`src/rtl/fe_mode_sequencer_pkg.sv`:
```
// fe_mode_sequencer_pkg: speed codes, FSM encodings and per-speed front-end mode constants
package fe_mode_sequencer_pkg;
  localparam logic [1:0] USB_SPEED_HS   = 2'd0;
  localparam logic [1:0] USB_SPEED_FS   = 2'd1;
  localparam logic [1:0] USB_SPEED_LS   = 2'd2;
  localparam logic [1:0] USB_SPEED_AUTO = 2'd3;
  localparam logic [1:0] ST_STABLE  = 2'd0;
  localparam logic [1:0] ST_QUIESCE = 2'd1;
  localparam logic [1:0] ST_SWITCH  = 2'd2;
  localparam logic [1:0] ST_SETTLE  = 2'd3;
  typedef struct packed {
    logic [1:0] xcvrsel;
    logic       termsel;
  } fe_mode_t;
  localparam fe_mode_t MODE_HS = '{xcvrsel: 2'b00, termsel: 1'b0};
  localparam fe_mode_t MODE_FS = '{xcvrsel: 2'b01, termsel: 1'b1};
  localparam fe_mode_t MODE_LS = '{xcvrsel: 2'b10, termsel: 1'b1};
endpackage

```
`src/rtl/fe_mode_sequencer_if.sv`:
```
// fe_mode_sequencer_if: control inputs and status outputs of the front-end mode sequencer
interface fe_mode_sequencer_if;
  logic [1:0] I_usb_speed;
  logic [1:0] I_auto_speed;
  logic       I_auto_done;
  logic [1:0] I_xcvrsel_auto;
  logic       I_termsel_auto;
  logic       I_reseq;
  logic       I_rxactive;
  logic [1:0] O_xcvrsel;
  logic       O_termsel;
  logic       O_capture_hold;
  logic       O_auto_restart;
  logic [1:0] O_state;
  logic       O_quiesce_timeout;
  logic [7:0] O_mode_changes;
  modport master (
    output I_usb_speed, I_auto_speed, I_auto_done, I_xcvrsel_auto, I_termsel_auto, I_reseq, I_rxactive,
    input  O_xcvrsel, O_termsel, O_capture_hold, O_auto_restart, O_state, O_quiesce_timeout, O_mode_changes
  );
  modport slave (
    input  I_usb_speed, I_auto_speed, I_auto_done, I_xcvrsel_auto, I_termsel_auto, I_reseq, I_rxactive,
    output O_xcvrsel, O_termsel, O_capture_hold, O_auto_restart, O_state, O_quiesce_timeout, O_mode_changes
  );
endinterface

```
`src/rtl/fe_mode_sequencer_map.sv`:
```
// fe_mode_map: speed code to {xcvrsel,termsel}; AUTO falls back to FS
module fe_mode_map
  import fe_mode_sequencer_pkg::*;
(
  input  logic [1:0] speed,
  output fe_mode_t   mode
);
  always_comb begin
    mode = speed == USB_SPEED_LS ? MODE_LS :
           speed == USB_SPEED_HS ? MODE_HS : MODE_FS;
  end
endmodule

```
`src/rtl/fe_mode_sequencer.sv`:
```
// fe_mode_sequencer: gap-aligned front-end mode switching with post-switch capture hold
module fe_mode_sequencer
  import fe_mode_sequencer_pkg::*;
#(
  parameter int unsigned pSETTLE_CYCLES   = 600,
  parameter int unsigned pQUIESCE_TIMEOUT = 60000,
  parameter int unsigned pCNT_WIDTH       = 16
) (
  input logic fe_clk,
  input logic reset_i,
  fe_mode_sequencer_if.slave bus
);
  localparam logic [pCNT_WIDTH-1:0] SETTLE_LAST  = pCNT_WIDTH'(pSETTLE_CYCLES - 1);
  localparam logic [pCNT_WIDTH-1:0] TIMEOUT_LAST = pCNT_WIDTH'(pQUIESCE_TIMEOUT - 1);
  fe_mode_t reg_mode, auto_mode, target;
  logic [1:0] state_q, state_d, speed_q, speed_d;
  logic [pCNT_WIDTH-1:0] cnt_q, cnt_d;
  fe_mode_t mode_q, mode_d;
  logic [7:0] changes_q, changes_d;
  logic timeout_q, timeout_d, rx_low_q, rx_low_d, restart_q, restart_d;
  logic is_auto;
  fe_mode_map u_reg_map  (.speed(bus.I_usb_speed),  .mode(reg_mode));
  fe_mode_map u_auto_map (.speed(bus.I_auto_speed), .mode(auto_mode));
  assign is_auto = bus.I_usb_speed == USB_SPEED_AUTO;
  assign target  = !is_auto ? reg_mode :
                   bus.I_auto_done ? auto_mode : fe_mode_t'({bus.I_xcvrsel_auto, bus.I_termsel_auto});
  always_comb begin
    state_d   = state_q;
    cnt_d     = cnt_q + 1'b1;
    mode_d    = mode_q;
    changes_d = changes_q;
    timeout_d = timeout_q & ~bus.I_reseq;
    rx_low_d  = state_q == ST_QUIESCE && !bus.I_rxactive;
    speed_d   = bus.I_usb_speed;
    restart_d = is_auto && (speed_q != USB_SPEED_AUTO || bus.I_reseq);
    case (state_q)
      ST_STABLE: begin
        cnt_d   = '0;
        state_d = (target != mode_q || bus.I_reseq) ? ST_QUIESCE : ST_STABLE;
      end
      ST_QUIESCE: begin
        // a real gap wins over the timeout, so the sticky flag only marks forced switches
        if (!bus.I_rxactive && rx_low_q) state_d = ST_SWITCH;
        else if (cnt_q == TIMEOUT_LAST) begin
          state_d   = ST_SWITCH;
          timeout_d = 1'b1;
        end
      end
      ST_SWITCH: begin
        state_d   = ST_SETTLE;
        cnt_d     = '0;
        mode_d    = target;
        changes_d = changes_q + 8'(changes_q != 8'hFF);
      end
      default: begin
        if (bus.I_reseq) cnt_d = '0;
        else if (cnt_q == SETTLE_LAST) begin
          state_d = ST_STABLE;
          cnt_d   = '0;
        end
      end
    endcase
  end
  always_ff @(posedge fe_clk or posedge reset_i) begin
    if (reset_i) begin
      state_q   <= ST_SETTLE;
      cnt_q     <= '0;
      mode_q    <= MODE_FS;
      changes_q <= '0;
      timeout_q <= 1'b0;
      rx_low_q  <= 1'b0;
      speed_q   <= USB_SPEED_FS;
      restart_q <= 1'b0;
    end else begin
      state_q   <= state_d;
      cnt_q     <= cnt_d;
      mode_q    <= mode_d;
      changes_q <= changes_d;
      timeout_q <= timeout_d;
      rx_low_q  <= rx_low_d;
      speed_q   <= speed_d;
      restart_q <= restart_d;
    end
  end
  assign bus.O_xcvrsel         = mode_q.xcvrsel;
  assign bus.O_termsel         = mode_q.termsel;
  assign bus.O_capture_hold    = state_q != ST_STABLE;
  assign bus.O_auto_restart    = restart_q;
  assign bus.O_state           = state_q;
  assign bus.O_quiesce_timeout = timeout_q;
  assign bus.O_mode_changes    = changes_q;
endmodule

```
`src/flat_wrapper.sv`:
```
// flat-port wrapper written by rule: the top's interface ports become plain ports
module fe_mode_sequencer_flat import fe_mode_sequencer_pkg::*;
#(
  parameter int unsigned pSETTLE_CYCLES   = 600,
  parameter int unsigned pQUIESCE_TIMEOUT = 60000,
  parameter int unsigned pCNT_WIDTH       = 16
)
  (fe_clk, reset_i, bus_I_usb_speed, bus_I_auto_speed, bus_I_auto_done, bus_I_xcvrsel_auto, bus_I_termsel_auto, bus_I_reseq, bus_I_rxactive, bus_O_xcvrsel, bus_O_termsel, bus_O_capture_hold, bus_O_auto_restart, bus_O_state, bus_O_quiesce_timeout, bus_O_mode_changes);
  fe_mode_sequencer_if bus_i ();
  input logic fe_clk;
  input logic reset_i;
  input wire logic [$bits(bus_i.I_usb_speed)-1:0] bus_I_usb_speed;
  input wire logic [$bits(bus_i.I_auto_speed)-1:0] bus_I_auto_speed;
  input wire logic [$bits(bus_i.I_auto_done)-1:0] bus_I_auto_done;
  input wire logic [$bits(bus_i.I_xcvrsel_auto)-1:0] bus_I_xcvrsel_auto;
  input wire logic [$bits(bus_i.I_termsel_auto)-1:0] bus_I_termsel_auto;
  input wire logic [$bits(bus_i.I_reseq)-1:0] bus_I_reseq;
  input wire logic [$bits(bus_i.I_rxactive)-1:0] bus_I_rxactive;
  output wire logic [$bits(bus_i.O_xcvrsel)-1:0] bus_O_xcvrsel;
  output wire logic [$bits(bus_i.O_termsel)-1:0] bus_O_termsel;
  output wire logic [$bits(bus_i.O_capture_hold)-1:0] bus_O_capture_hold;
  output wire logic [$bits(bus_i.O_auto_restart)-1:0] bus_O_auto_restart;
  output wire logic [$bits(bus_i.O_state)-1:0] bus_O_state;
  output wire logic [$bits(bus_i.O_quiesce_timeout)-1:0] bus_O_quiesce_timeout;
  output wire logic [$bits(bus_i.O_mode_changes)-1:0] bus_O_mode_changes;
  assign bus_i.I_usb_speed = bus_I_usb_speed;
  assign bus_i.I_auto_speed = bus_I_auto_speed;
  assign bus_i.I_auto_done = bus_I_auto_done;
  assign bus_i.I_xcvrsel_auto = bus_I_xcvrsel_auto;
  assign bus_i.I_termsel_auto = bus_I_termsel_auto;
  assign bus_i.I_reseq = bus_I_reseq;
  assign bus_i.I_rxactive = bus_I_rxactive;
  assign bus_O_xcvrsel = bus_i.O_xcvrsel;
  assign bus_O_termsel = bus_i.O_termsel;
  assign bus_O_capture_hold = bus_i.O_capture_hold;
  assign bus_O_auto_restart = bus_i.O_auto_restart;
  assign bus_O_state = bus_i.O_state;
  assign bus_O_quiesce_timeout = bus_i.O_quiesce_timeout;
  assign bus_O_mode_changes = bus_i.O_mode_changes;
  fe_mode_sequencer #(.pSETTLE_CYCLES(pSETTLE_CYCLES), .pQUIESCE_TIMEOUT(pQUIESCE_TIMEOUT), .pCNT_WIDTH(pCNT_WIDTH)) u_core (.fe_clk(fe_clk), .reset_i(reset_i), .bus(bus_i));
endmodule
```
`config.mk`:
```
export PLATFORM = sky130hd
export DESIGN_NAME = fe_mode_sequencer_flat
export DESIGN_NICKNAME = d
export VERILOG_FILES = /design/src/rtl/fe_mode_sequencer_pkg.sv /design/src/rtl/fe_mode_sequencer_if.sv /design/src/rtl/fe_mode_sequencer_map.sv /design/src/rtl/fe_mode_sequencer.sv /design/src/flat_wrapper.sv
export SDC_FILE = /design/constraint.sdc
export NUM_CORES = 1
export LEC_CHECK = 0
export CAP_MARGIN = 25
export CORE_MARGIN = 2
export CORE_UTILIZATION = 45
export CTS_BUF_LIST = sky130_fd_sc_hd__clkbuf_16
export DETAILED_ROUTE_END_ITERATION = 6
export PLACE_DENSITY = 0.73
export SYNTH_ARGS = -nofsm -noshare
export SYNTH_HDL_FRONTEND = slang
export SYNTH_HIERARCHICAL = 1
export SYNTH_SLANG_ARGS = --single-unit
```
`constraint.sdc`:
```
create_clock -name fe_clk -period 2.05 [get_ports fe_clk]
set_clock_uncertainty 0.15 [all_clocks]
set_input_delay 0.615 -clock fe_clk [delete_from_list [all_inputs] [get_ports fe_clk]]
set_output_delay 0.615 -clock fe_clk [all_outputs]
set_load 0.05 [all_outputs]
```
==> run_results.csv, run 1 <==
group,metric,value,unit
die,fp.dieW,67.72,um
global_route,grt_remaining_overflow,0,
synth,netlist_area,1827,um2
sta,slew_headroom,78.75,%
cells_and_area,fin_cells,275,
cells_and_area,area.growth.synth_to_final,42.05,%
die,dieArea,4585,um2
clocking,cts.sinks,34,
synth,ys.flop_type,"dfrtp_1",
critical_path,endpoint,"bus_O_capture_hold",
die,row_count,23,
global_route,grt.total_usage,19.05,%
synth,yosysUniqueCellTypes,39,
synth,synth_top_area_share,39.73,%
die,floorplan.initialDensity,46.33,%
synth,syn_inst,178,
critical_path,reg2reg_to,"u_core/bus.O_mode_changes[1]",
route,drtPass1Iterations,4,
route,wl_met3,196,um
cells_and_area,nNetsFinal,244,
synth,yosys.area.top_type,"dfrtp_1",
critical_path,r2r_cells,6,
critical_path,cp.arrival,1.26,ns
route,drt-initial-drc-count,69,
clocking,hold_buffers,0,
critical_path,reg2reg_slack,0.14,ns
synth,syn-num-nets,198,
die,core_area,3943,um2
place,hpwl,2742,um
critical_path,critPathMaxFanout,4,
global_route,grt_pass1_vias,1418,
die,die_h,67.72,um
critical_path,path_depth,4,
critical_path,critPathKind,"reg -> out",
synth,yosysWarnings,6,
critical_path,end_kind,"output pin",
critical_path,slowest_delay,0.55,ns
sta,hold_viol,0,
critical_path,timing.critical_path.buf_inv,3,
global_route,grt_pass1_wl,6423,um
cells_and_area,antennaDiodeCount,0,
hold_path,hp-class,"reg -> reg",
synth,synth-edff-count,0,
cells_and_area,fin_util,65.82,%
route,routedWlPerCell,14.27,um
job,cap_violations,0,
sta,min_period_over_period,98.73,%
pwr,power.density,1370,nW/um2
route,ant_nets,0,
synth,synthArstFlopShare,100.0,%
place,dpl-instance-area,2401,um2
pwr,irDropWorstVdd,0.9106,mV
sta,fmax,0.4941,GHz
pwr,power.total,3.555,mW
place,dp.cells,265,
global_route,grt_max_degree,35,
clocking,cts_buffer_depth,2,
clocking,cts_tree,"built",
clocking,clk_latency,0.28,ns
critical_path,crit_start,"u_core/bus.O_state[1]",
clocking,clkTransAtPathRegs,0.05,ns
sta,holdWs,0.2867,ns
sta,fin_ws,0.02594,ns
critical_path,critical-path-top-delay-family,"flip-flops",
global_route,antenna_found_initial,0,
synth,synth_area_leaders,"dfrtp_1 (40%), dfstp_2 (7.2%), xor2_1 (6.7%)",
route,vias,1495,
route,wl_met2,1904,um
die,io_pins,28,
critical_path,worstPathRequired,1.28,ns
pwr,p_leak,1.168,nW
sta,min_period,2.024,ns
sta,setup_tns,0,ns
critical_path,r2r_start,"u_core/bus.O_mode_changes[5]",
route,wl_met1,1732,um
sta,finalSetupViolations,0,
run_status,outcome,"finished, final reports clean",
place,pre_cts_slack,-0.3185,ns
clocking,cts_inserted_buffers,5,
critical_path,slowest_stage,"dfstp_2",
place,place.gp.congestion,0.8216,
critical_path,startpoint_type,"register",
cells_and_area,drive_gt1_share,29.33,%
critical_path,crit_chain,"inv_2 -> ha_4 -> clkinvlp_4 -> buf_12",
synth,synth-seq-cells,34,
route,top_layer,"met4",
synth,postSynthAreaPerCell,10.26,um2
synth,yosysSeqAreaShare,46.92,%
place,numPortBuffers,27,
cells_and_area,design_area,2595,um2
route,vias_per_cell,5.436,
route,drc,0,
sta,final-max-slew-violation-count,0,
clocking,htreeDepth,2,
sta,max_slew.worst_pin.slew,0.3188,ns
clocking,root_buffer,"clkbuf_16",
route,drt_wl_total,3923,um
-- placed cells by master, fill, tap and decap left out, types with 5 or more instances in the layout --
| cell type | count |
|---|---|
| o21ai_0 | 6 |
| buf_4 | 19 |
| dfstp_2 | 5 |
| ha_1 | 7 |
| inv_1 | 7 |
| nand2_1 | 11 |
| clkdlybuf4s50_1 | 6 |
| clkbuf_16 | 5 |
| nand4_1 | 8 |
| buf_12 | 15 |
| xnor2_1 | 9 |
| nor2_1 | 16 |
| dlymetal6s2s_1 | 5 |
| dfrtp_1 | 26 |
| xor2_1 | 14 |
| nand3_1 | 9 |
-- routing by layer --
metal	GRT usage (%)	vias to the layer above
met5	0	-
met4	9.949	0
met3	5.000	9
met2	28.55	44
met1	25.13	732
li1	-	710
-- Yosys cell counts, types with 2 or more instances --
cell and instances:
and2_1 2, xor2_1 14, nor2b_1 5, a31oi_1 3, mux2_2 3, dfrtp_1 29, and3_1 3, clkbuf_1 4
o211ai_1 2, mux2i_1 3, or2_2 2, nand4_1 8, o21ai_0 6, nor3_1 3, nand2_1 11, nand3_1 9
xnor2_1 9, nor2_1 16, inv_1 9, a21oi_1 5, dfstp_2 5, ha_1 8, or3_1 2, or2_1 2
-- flip-flops by register name, indices dropped and copies added, names as in the netlist --
name                          flops
u_core/speed_q                    2
u_core/bus.O_quiesce_timeout      1
u_core/rx_low_q                   1
u_core/bus.O_xcvrsel              2
u_core/cnt_q                     16
u_core/bus.O_state                2
u_core/bus.O_auto_restart         1
u_core/bus.O_mode_changes         8
u_core/bus.O_termsel              1
-- what timing repair did --
item | in CTS | in global routing
pin swaps | 2 | 7
buffers inserted | 1 | 1
resized for setup | 5 | 9
endpoints found under the setup margin | 2 | 2
-- worst min path at each step --
| stage | to | cells after the start | startpoint | slack [ns] |
|---|---|---|---|---|
| after global placement | u_core/bus.O_auto_restart | 1 | u_core/speed_q[1] | 0.29 |
| after floorplan | u_core/bus.O_auto_restart | 1 | u_core/speed_q[1] | 0.26 |
| after global routing | u_core/bus.O_auto_restart | 1 | u_core/speed_q[1] | 0.31 |
| after CTS | u_core/bus.O_auto_restart | 1 | u_core/speed_q[1] | 0.29 |
| after detailed placement | u_core/bus.O_auto_restart | 1 | u_core/speed_q[1] | 0.32 |
| final | u_core/bus.O_auto_restart | 1 | u_core/speed_q[1] | 0.29 |
-- where the power goes --
part | leakage (nW) | switching, mW | internal [mW]
combinational | 0.658 | 0.995 | 0.911
clock | 0.0724 | 0.253 | 0.438
sequential | 0.438 | 0.116 | 0.843
-- cells by family after synthesis --
family          count (synthesis)  synth area share, %
buf+inv                        15                3.698
compound gates                 21                7.671
mux                             6                3.493
flops                          34                46.92
simple gates                   71                21.71
xor+xnor                       23                11.03
fa+ha+maj                       8                5.480
-- area by class of cell --
type                            instances  area (um2)
Fill cell                             303        1348
Multi-Input combinational cell        129       930.9
Sequential cell                        34       860.8
Timing Repair Buffer                   45       565.5
Clock buffer                            5       125.1
Tap cell                               50       62.56
Inverter                                9       37.54
Clock inverter                          3       12.51
Power figures use the tool's default switching activity.
==> inputs of run 2 (changes only) <==
- PLACE_DENSITY: 0.73 -> 0.65
==> run_results.csv, run 2 (synthesis results as in run 1) <==
group,metric,value,unit
run_status,outcome,"finished, final reports clean",
sta,min_period_over_period,98.65,%
route,vias,1491,
global_route,antenna_found_initial,0,
die,die_h,67.72,um
die,fp.dieW,67.72,um
place,place.gp.congestion,0.8888,
critical_path,slowest_delay,0.56,ns
clocking,clkTransAtPathRegs,0.05,ns
critical_path,end_kind,"output pin",
cells_and_area,final_common_cell,"dfrtp_1",
pwr,p_switching,1.397,mW
cells_and_area,seq_area,860.8,um2
die,floorplan.initialDensity,46.33,%
clocking,hold_buffers,0,
place,numPortBuffers,27,
critical_path,critPathMaxFanout,4,
cells_and_area,nNetsFinal,245,
route,vias_per_cell,5.402,
critical_path,slowest_stage,"dfstp_2",
pwr,pwr-share-clk,22.5,%
pwr,power.density,1413,nW/um2
global_route,grt_pass1_wl,6982,um
hold_path,hp-class,"reg -> reg",
sta,max_slew.worst_pin.slew,0.3425,ns
pwr,p_leak,1.172,nW
job,cap_violations,0,
cells_and_area,multi_input_area,927.1,um2
place,dp.cells,264,
cells_and_area,area.growth.synth_to_final,44.18,%
cells_and_area,largest_reg_flops,16,
clocking,cts_buffer_depth,2,
sta,setup_tns,0,ns
die,io_pins,28,
clocking,clk_latency,0.28,ns
cells_and_area,design_area,2634,um2
sta,final-max-slew-violation-count,0,
place,hpwl,3023,um
route,drc,0,
die,row_count,23,
die,dieArea,4585,um2
route,routedWlPerCell,15.21,um
global_route,grt_max_degree,35,
cells_and_area,layout_common_cells,"dfrtp_1 (26), buf_4 (19), buf_12 (16), nor2_1 (16), xor2_1 (14)",
clocking,cts.sinks,34,
cells_and_area,fin_cells,276,
critical_path,startpoint_type,"register",
pwr,p_seq_share,26.2,%
critical_path,cp.arrival,1.26,ns
clocking,cts_tree,"built",
sta,fmax,0.4945,GHz
die,core_area,3943,um2
global_route,grt_remaining_overflow,0,
clocking,cts_inserted_buffers,5,
cells_and_area,antennaDiodeCount,0,
critical_path,crit_chain,"inv_4 -> ha_4 -> clkinvlp_4 -> buf_12",
clocking,root_buffer,"clkbuf_16",
sta,min_period,2.022,ns
pwr,intPower,2.324,mW
global_route,grt_pass1_vias,1524,
cells_and_area,regMostFlops,"u_core/cnt_q",
sta,rsz0062_at_grt,"true",
sta,slew_headroom,77.17,%
cells_and_area,fillers,294,
critical_path,worstPathRequired,1.28,ns
cells_and_area,drive_gt1_share,30.09,%
route,drt_wl_total,4198,um
route,drtPass1Iterations,4,
place,dpl-instance-area,2406,um2
global_route,grt.total_usage,21.01,%
route,ant_nets,0,
clocking,htreeDepth,2,
route,drt-initial-drc-count,55,
pwr,netSwitchingFraction,37.54,%
critical_path,critPathKind,"reg -> out",
sta,hold_viol,0,
pwr,p_comb_share,51.3,%
pwr,irDropWorstVdd,0.8103,mV
sta,finalSetupViolations,0,
run 2: layout make-up:
cell class	instances	share of cell area, %
Multi-Input combinational cell	129	35.20
Sequential cell	34	32.68
Timing Repair Buffer	46	21.95
Clock buffer	5	4.751
Tap cell	50	2.375
Clock inverter	3	1.520
Inverter	9	1.520
run 2: through the flow:
step	setup WS, ns	hold slack [ns]	power, mW	utilization [%]
detailed placement	-0.3187	0.2807	2.807	61.03
CTS	0.003350	0.2833	3.716	65.82
global placement	-0.2762	0.2631	2.762	61.03
global route	-0.005541	0.3031	3.915	66.80
floorplan	-0.03286	0.2588	1.944	-
finish	0.02775	0.2781	3.720	66.80
run 2: what timing repair did:
action | 4_1_cts | 5_1_grt
endpoints found under the setup margin | 2 | 3
endpoints found under the hold margin | 0 | 0
setup buffers | 1 | 3
pin swaps | 6 | 7
gates resized for setup | 8 | 6
run 2: worst paths after layout:
path	startpoint	endpoint	slack, ns	cells after the start
hold / removal	u_core/speed_q[1]	u_core/bus.O_auto_restart	0.28	1
max in group asynchronous	reset_i	u_core/bus.O_state[1]	0.95	3
setup / recovery	u_core/bus.O_state[1]	bus_O_capture_hold	0.03	4
hold reg to reg	u_core/speed_q[1]	u_core/bus.O_auto_restart	0.28	1
min in group asynchronous	reset_i	u_core/bus.O_mode_changes[6]	0.55	3
setup reg to reg	u_core/bus.O_mode_changes[5]	u_core/bus.O_mode_changes[1]	0.10	6
run 2: per-layer routing:
| layer | vias to the layer above | GRT usage, % | routed length (um) |
|---|---|---|---|
| li1 | 707 | - | - |
| met1 | 749 | 23.61 | 1682 |
| met2 | 31 | 37.25 | 2291 |
| met3 | 4 | 6.333 | 175 |
| met4 | 0 | 7.653 | 48 |
| met5 | - | 0 | 0 |
run 2: critical path: cells and delay by family, from the launching register on:
family,cells,cell delay (ns)
adder cells (fa/ha/maj),1,0.17
flip-flops,1,0.56
buffers and inverters,3,0.26
run 2: power by group through the flow:
stage               clock network, mW  registers, mW  logic, mW
global placement                    0          0.987       1.77
floorplan                           0           1.34      0.601
detailed placement                  0          0.997       1.81
global route                    0.898           1.00       2.02
CTS                             0.855          0.976       1.88
finish                          0.836          0.975       1.91
